**src/rtl/cpu_types_pkg.sv**
```systemverilog
// Shared execute-stage types: multiply/divide opcodes, FSM states, latency.
package cpu_types_pkg;

    localparam int WORD_W         = 32;
    // Edges from the start sample to the edge that raises done.
    localparam int MULDIV_LATENCY = WORD_W + 1;

    typedef enum logic [1:0] {
        MD_MULT  = 2'd0,
        MD_MULTU = 2'd1,
        MD_DIV   = 2'd2,
        MD_DIVU  = 2'd3
    } muldiv_op_t;

    typedef enum logic [1:0] {
        IDLE = 2'd0,
        CALC = 2'd1,
        FIX  = 2'd2
    } muldiv_state_t;

endpackage

```
**src/rtl/muldiv_unit.sv**
```systemverilog
// Iterative radix-2 multiply/divide unit owning the HI/LO registers.
// Signed ops run on magnitudes; signs are reapplied in FIX.
// Optional MULDIV_DIVZ_EN adds a sticky divide-by-zero flag port (divz).
module muldiv_unit
    import cpu_types_pkg::*;
#(
    parameter  int WIDTH = 32,
    localparam int CNTW  = $clog2(WIDTH + 1)
) (
    input  logic             CLK,
    input  logic             nRST,
    input  logic             start,
    input  logic [1:0]       op,
    input  logic [WIDTH-1:0] portA,
    input  logic [WIDTH-1:0] portB,
    input  logic             abort,
    input  logic             hi_we,
    input  logic             lo_we,
    input  logic [WIDTH-1:0] wdat,
    output logic             busy,
    output logic             done,
`ifdef MULDIV_DIVZ_EN
    output logic             divz,
`endif
    output logic [WIDTH-1:0] hi,
    output logic [WIDTH-1:0] lo
);

    muldiv_state_t    state, state_n;
    muldiv_op_t       op_e;
    logic [CNTW-1:0]  cnt;
    logic             is_div_q, sign_q, rsign_q, bz_q;
    logic [WIDTH-1:0] opnd_q, araw_q, acc_hi, acc_lo;
    logic             launch;

    logic             in_signed, in_div, a_neg, b_neg;
    logic [WIDTH-1:0] a_mag, b_mag;
    logic [WIDTH:0]   mul_sum, div_sh, div_diff;
    logic [WIDTH-1:0] step_hi, step_lo, fix_hi, fix_lo;
    logic [2*WIDTH-1:0] prod;

    assign op_e   = muldiv_op_t'(op);
    assign launch = (state == IDLE) && start && !abort;
    assign busy   = (state != IDLE);

    // Operand magnitudes and sign bits for the incoming request
    always_comb begin
        in_signed = (op_e == MD_MULT) || (op_e == MD_DIV);
        in_div    = (op_e == MD_DIV)  || (op_e == MD_DIVU);
        a_neg     = in_signed & portA[WIDTH-1];
        b_neg     = in_signed & portB[WIDTH-1];
        a_mag     = a_neg ? (~portA + 1'b1) : portA;
        b_mag     = b_neg ? (~portB + 1'b1) : portB;
    end

    // One radix-2 step: shift-add for multiply, restoring shift-subtract for divide
    always_comb begin
        mul_sum  = {1'b0, acc_hi} + (acc_lo[0] ? {1'b0, opnd_q} : '0);
        div_sh   = {acc_hi, acc_lo[WIDTH-1]};
        div_diff = div_sh - {1'b0, opnd_q};
        if (is_div_q) begin
            if (!div_diff[WIDTH]) begin
                step_hi = div_diff[WIDTH-1:0];
                step_lo = {acc_lo[WIDTH-2:0], 1'b1};
            end else begin
                step_hi = div_sh[WIDTH-1:0];
                step_lo = {acc_lo[WIDTH-2:0], 1'b0};
            end
        end else begin
            {step_hi, step_lo} = {mul_sum, acc_lo[WIDTH-1:1]};
        end
    end

    // Sign fix-up; divide-by-zero bypasses it and returns the raw dividend
    always_comb begin
        prod = {acc_hi, acc_lo};
        if (!is_div_q) begin
            {fix_hi, fix_lo} = sign_q ? (~prod + 1'b1) : prod;
        end else if (bz_q) begin
            fix_hi = araw_q;
            fix_lo = '1;
        end else begin
            fix_lo = sign_q  ? (~acc_lo + 1'b1) : acc_lo;
            fix_hi = rsign_q ? (~acc_hi + 1'b1) : acc_hi;
        end
    end

    // FSM state register
    always_ff @(posedge CLK or negedge nRST) begin
        if (!nRST) state <= IDLE;
        else       state <= state_n;
    end

    // FSM next state; abort wins over everything
    always_comb begin
        state_n = state;
        case (state)
            IDLE:    if (launch) state_n = CALC;
            CALC:    if (cnt == CNTW'(1)) state_n = FIX;
            FIX:     state_n = IDLE;
            default: state_n = IDLE;
        endcase
        if (abort) state_n = IDLE;
    end

    // Operand latch on launch, then one accumulator step per CALC cycle
    always_ff @(posedge CLK or negedge nRST) begin
        if (!nRST) begin
            cnt      <= '0;
            acc_hi   <= '0;
            acc_lo   <= '0;
            opnd_q   <= '0;
            araw_q   <= '0;
            is_div_q <= 1'b0;
            sign_q   <= 1'b0;
            rsign_q  <= 1'b0;
            bz_q     <= 1'b0;
        end else if (launch) begin
            cnt      <= CNTW'(WIDTH);
            acc_hi   <= '0;
            acc_lo   <= a_mag;
            opnd_q   <= b_mag;
            araw_q   <= portA;
            is_div_q <= in_div;
            sign_q   <= a_neg ^ b_neg;
            rsign_q  <= a_neg;
            bz_q     <= (portB == '0);
        end else if (state == CALC && !abort) begin
            acc_hi <= step_hi;
            acc_lo <= step_lo;
            cnt    <= cnt - 1'b1;
        end
    end

    // HI/LO: result write in FIX, otherwise MTHI/MTLO while idle
    always_ff @(posedge CLK or negedge nRST) begin
        if (!nRST) begin
            hi   <= '0;
            lo   <= '0;
            done <= 1'b0;
        end else begin
            done <= (state == FIX) && !abort;
            if (state == FIX && !abort) begin
                hi <= fix_hi;
                lo <= fix_lo;
            end else if (!busy) begin
                if (hi_we) hi <= wdat;
                if (lo_we) lo <= wdat;
            end
        end
    end

`ifdef MULDIV_DIVZ_EN
    // Sticky divide-by-zero flag, reset by each new operation
    always_ff @(posedge CLK or negedge nRST) begin
        if (!nRST)                                            divz <= 1'b0;
        else if (launch)                                      divz <= 1'b0;
        else if (state == FIX && !abort && is_div_q && bz_q) divz <= 1'b1;
    end
`endif

endmodule

```
**config.mk**
```make
export PLATFORM = sky130hd
export DESIGN_NAME = muldiv_unit
export DESIGN_NICKNAME = d
export VERILOG_FILES = /design/src/rtl/cpu_types_pkg.sv /design/src/rtl/muldiv_unit.sv
export SDC_FILE = /design/constraint.sdc
export NUM_CORES = 1
export LEC_CHECK = 0
export ABC_AREA = 1
export CAP_MARGIN = 20
export CORE_AREA = 2 2 206 208
export CTS_CLUSTER_SIZE = 12
export DETAILED_ROUTE_END_ITERATION = 6
export DIE_AREA = 0 0 208 210
export PLACE_DENSITY = 0.78
export SLEW_MARGIN = 15
export SYNTH_ARGS = -nofsm -noshare
export SYNTH_HDL_FRONTEND = slang
export SYNTH_SLANG_ARGS = --single-unit
```
**constraint.sdc**
```tcl
create_clock -name CLK -period 2.5 [get_ports CLK]
set_input_delay 0.25 -clock CLK [delete_from_list [all_inputs] [get_ports CLK]]
set_output_delay 0.25 -clock CLK [all_outputs]
set_load 0.05 [all_outputs]
```
==> impl_metrics.env <==
export IMPL_status="complete, no violations"
export IMPL_slew_limit_headroom=0.509
export IMPL_via_per_inst=5.64
export IMPL_hold_violations=0
export IMPL_cp_start_kind="register"
export IMPL_slowest_delay_ns=0.60
export IMPL_drv_slew=0
export IMPL_finClkSkew_ns=0.0213
export IMPL_ys_ff_latch=205
export IMPL_vdd_drop_max_mv=0.629
export IMPL_core_area_um2=41500
export IMPL_synth_top_family_by_area="simple AND/OR/NAND/NOR gates"
export IMPL_port_buffers=169
export IMPL_synth_area_mux_share=0
export IMPL_ant_nets=0
export IMPL_place_inst=4294
export IMPL_first_global_vias=21700
export IMPL_max_clock_path_buffers=3
export IMPL_grt_max_degree=63
export IMPL_cp_num_buf_inv=2
export IMPL_ys_seq_area_frac=0.250
export IMPL_grt_pass1_wl_um=126000
export IMPL_die_y_um=210
export IMPL_clock_latency_ns=0.56
export IMPL_htreeDepth=1
export IMPL_post_route_util=0.619
export IMPL_post_dp_hpwl_um=66300
export IMPL_synth_area_leaders="dfrtp_1 (25%), nand2_1 (22%), inv_1 (9.4%), nand3_1 (6.6%), nor2_1 (5.9%)"
export IMPL_grtUsageTotal=0.367
export IMPL_worstSetupPathType="reg2reg"
export IMPL_max_freq_mhz=406
export IMPL_root_buffer="clkbuf_16"
export IMPL_antenna_found_initial=3
export IMPL_yosysWarnings=0
export IMPL_num_rows=75
export IMPL_clk_pin_slew_worst_paths_ns=0.06
export IMPL_syn_nets=3679
export IMPL_synth_simple_area_share=0.418
export IMPL_syn_to_final_growth_pct=25.4
export IMPL_power_per_cell_area_nw_per_um2=1180
export IMPL_fin_tns_setup_ns=0
export IMPL_cts_tree="yes"
export IMPL_syn_cell_area_um2=20500
export IMPL_r2r_cells=16
export IMPL_ys_flop_type="dfrtp_1"
export IMPL_instances_no_fill=4353
export IMPL_setup_viol_count_final=0
export IMPL_ys_types=56
export IMPL_drt_wl_total_um=83700
export IMPL_clock_sinks=205
export IMPL_gr_total_overflow=0
export IMPL_vias=24500
export IMPL_synth_adder_area_share=0.0447
export IMPL_cp_arrival_ns=2.89
export IMPL_first_pass_iters=7
export IMPL_fp_dieW_um=208
export IMPL_required_ns=2.93
export IMPL_synth_area_leader_cell="dfrtp_1"
export IMPL_async_flop_share=1.00
export IMPL_synth_compound_area_share=0.134
export IMPL_crit_chain="ha_4 -> nand2_2 -> inv_1 -> a21oi_2 -> nand2_2 -> nand2_2 -> nand2_2 -> nand2_4 -> nand2_4 -> nand2_8 -> nand2_8 -> buf_12 -> nand2_1 -> nand3_1 -> nand2_1 -> nand2_1"
export IMPL_drt_iter0_drc=3382
export IMPL_num_antenna_cells=0
export IMPL_p_leak_uw=0.0134
export IMPL_rsz0062_at_grt="true"
export IMPL_maxCapViolCount=0
export IMPL_critPathMaxFanout=10
export IMPL_syn_inst=3503
export IMPL_slowest_stage="dfrtp_1"
export IMPL_crit_top_cell="nand2_2"
export IMPL_synth_xor_area_share=0.0269
export IMPL_start_util=0.494
export IMPL_drc=0
export IMPL_synth_edf_count=0
export IMPL_end_kind="register"
export IMPL_drive_gt1_frac=0.134
export IMPL_post_synth_cell_area_avg_um2=5.85
export IMPL_crit_cells=16
export IMPL_wire_per_inst_um=19.2
export IMPL_ioPinCount=170
export IMPL_min_period_ns=2.46
export IMPL_place_congestion=1.03
export IMPL_cpLargestDelayFamily="simple AND/OR/NAND/NOR gates"
export IMPL_synth_top_area_share=0.250
export IMPL_worstMarginPinSlew_ns=0.730
export IMPL_hp_class="in2async"
export IMPL_dieArea_um2=43700
export IMPL_finalCritPeriodShare=0.984
export IMPL_nNetsFinal=3972
export IMPL_cts_inserted_buffers=24
[report_power, final]
group          switching [µW]  internal (µW)
combinational           13300           7420
sequential               1370           4300
clock                    1520           2420
total                   16200          14100
[final cells by class]
class	count	area [µm²]
well taps	539	674
clock buffers	36	687
repair buffers	388	3510
multi-input cells	2651	13500
fillers	4030	15800
inverters	526	1970
flip-flops and latches	205	5160
clock inverters	8	171
[worst register-to-register path, stage by stage, from the launching register on]
cell and delay [ns]:
dfrtp_1 0.60, ha_4 0.29, nand2_2 0.08, inv_1 0.06, a21oi_2 0.19, nand2_2 0.09
nand2_2 0.07, nand2_2 0.07, nand2_4 0.11, nand2_4 0.09, nand2_8 0.11, nand2_8 0.09
buf_12 0.16, nand2_1 0.10, nand3_1 0.09, nand2_1 0.10, nand2_1 0.05
[stage by stage]
stage	hold slack [ns]	power (µW)	instance area, µm²	setup WS [ns]
3_5_place_dp	0.240	24200	23900	-0.0421
4_1_cts	0.234	28300	24900	0.000319
2_1_floorplan	-0.0456	17600	20500	0.0668
6_report	0.224	30400	25700	0.0394
3_3_place_gp	0.239	24200	23900	-0.0173
5_1_grt	0.248	32300	25700	-0.0992
[Yosys cell counts (all sizes together), types with 43 or more instances]
master and number:
nor2 346, buf 51, inv 524, o211ai 43, dfrtp 205, ha 70
nor3 52, xor2 47, clkbuf 72, nand4 44, nand3 287, nand2 1271
a21oi 115, o21ai 261
[what timing repair did]
action / 4_1_cts / 5_1_grt
resized for setup: 7 / 158
endpoints found under the setup margin: 28 / 41
buffers inserted: 0 / 11
gates cloned: 1 / 2
pin swaps: 1 / 12
hold buffers: 1 / 0
endpoints found under the hold margin: 44 / 0
[per-layer routing]
layer  global-route usage  part of all wire  vias up
li1                     -                 -    11700
met1                0.549              0.43    11300
met2                0.523              0.41     1421
met3               0.0909              0.13      160
met4                0.101             0.031        6
met5                    0           0.00042        -
[cell families (layout without fill, tap and decap cells)]
kind of cell / after synthesis / in the layout
buf+inv: 649 / 958
flops: 205 / 205
xor+xnor: 63 / 63
simple gates: 2029 / 2031
fa+ha+maj: 72 / 72
compound gates: 485 / 485
[registers in the layout, indices dropped and copies added, names as in the netlist]
signal and count:
rsign_q 1, state 2, araw_q 32, cnt 6, opnd_q 32, lo 32, is_div_q 1, sign_q 1
bz_q 1, done 1, acc_lo 32, acc_hi 32, hi 32
[layout by cell type (no fill, tap or decap), drive strengths merged, types with 8 or more instances in the layout]
cell type and instances:
nand4 44, o21bai 12, nor2 346, a31oi 10, buf 217, nor3 52, nand3 287, a21oi 115
clkbuf 38, dfrtp 205, ha 70, o21ai 261, clkdlybuf4s50 168, o211ai 43, xor2 47, and2 8
nor4 10, nand2 1273, xnor2 16, inv 525, o22ai 11
[worst paths after layout]
check | endpoint | slack [ns] | start
setup reg to reg | acc_hi[11] | 0.04 | acc_hi[6]
min in group CLK | lo[13] | 0.33 | wdat[13]
max in group asynchronous | sign_q | 1.61 | nRST
setup / recovery | acc_hi[11] | 0.04 | acc_hi[6]
hold reg to reg | lo[9] | 0.49 | lo[9]
hold / removal | opnd_q[24] | 0.22 | nRST
Power figures use the tool's default switching activity.
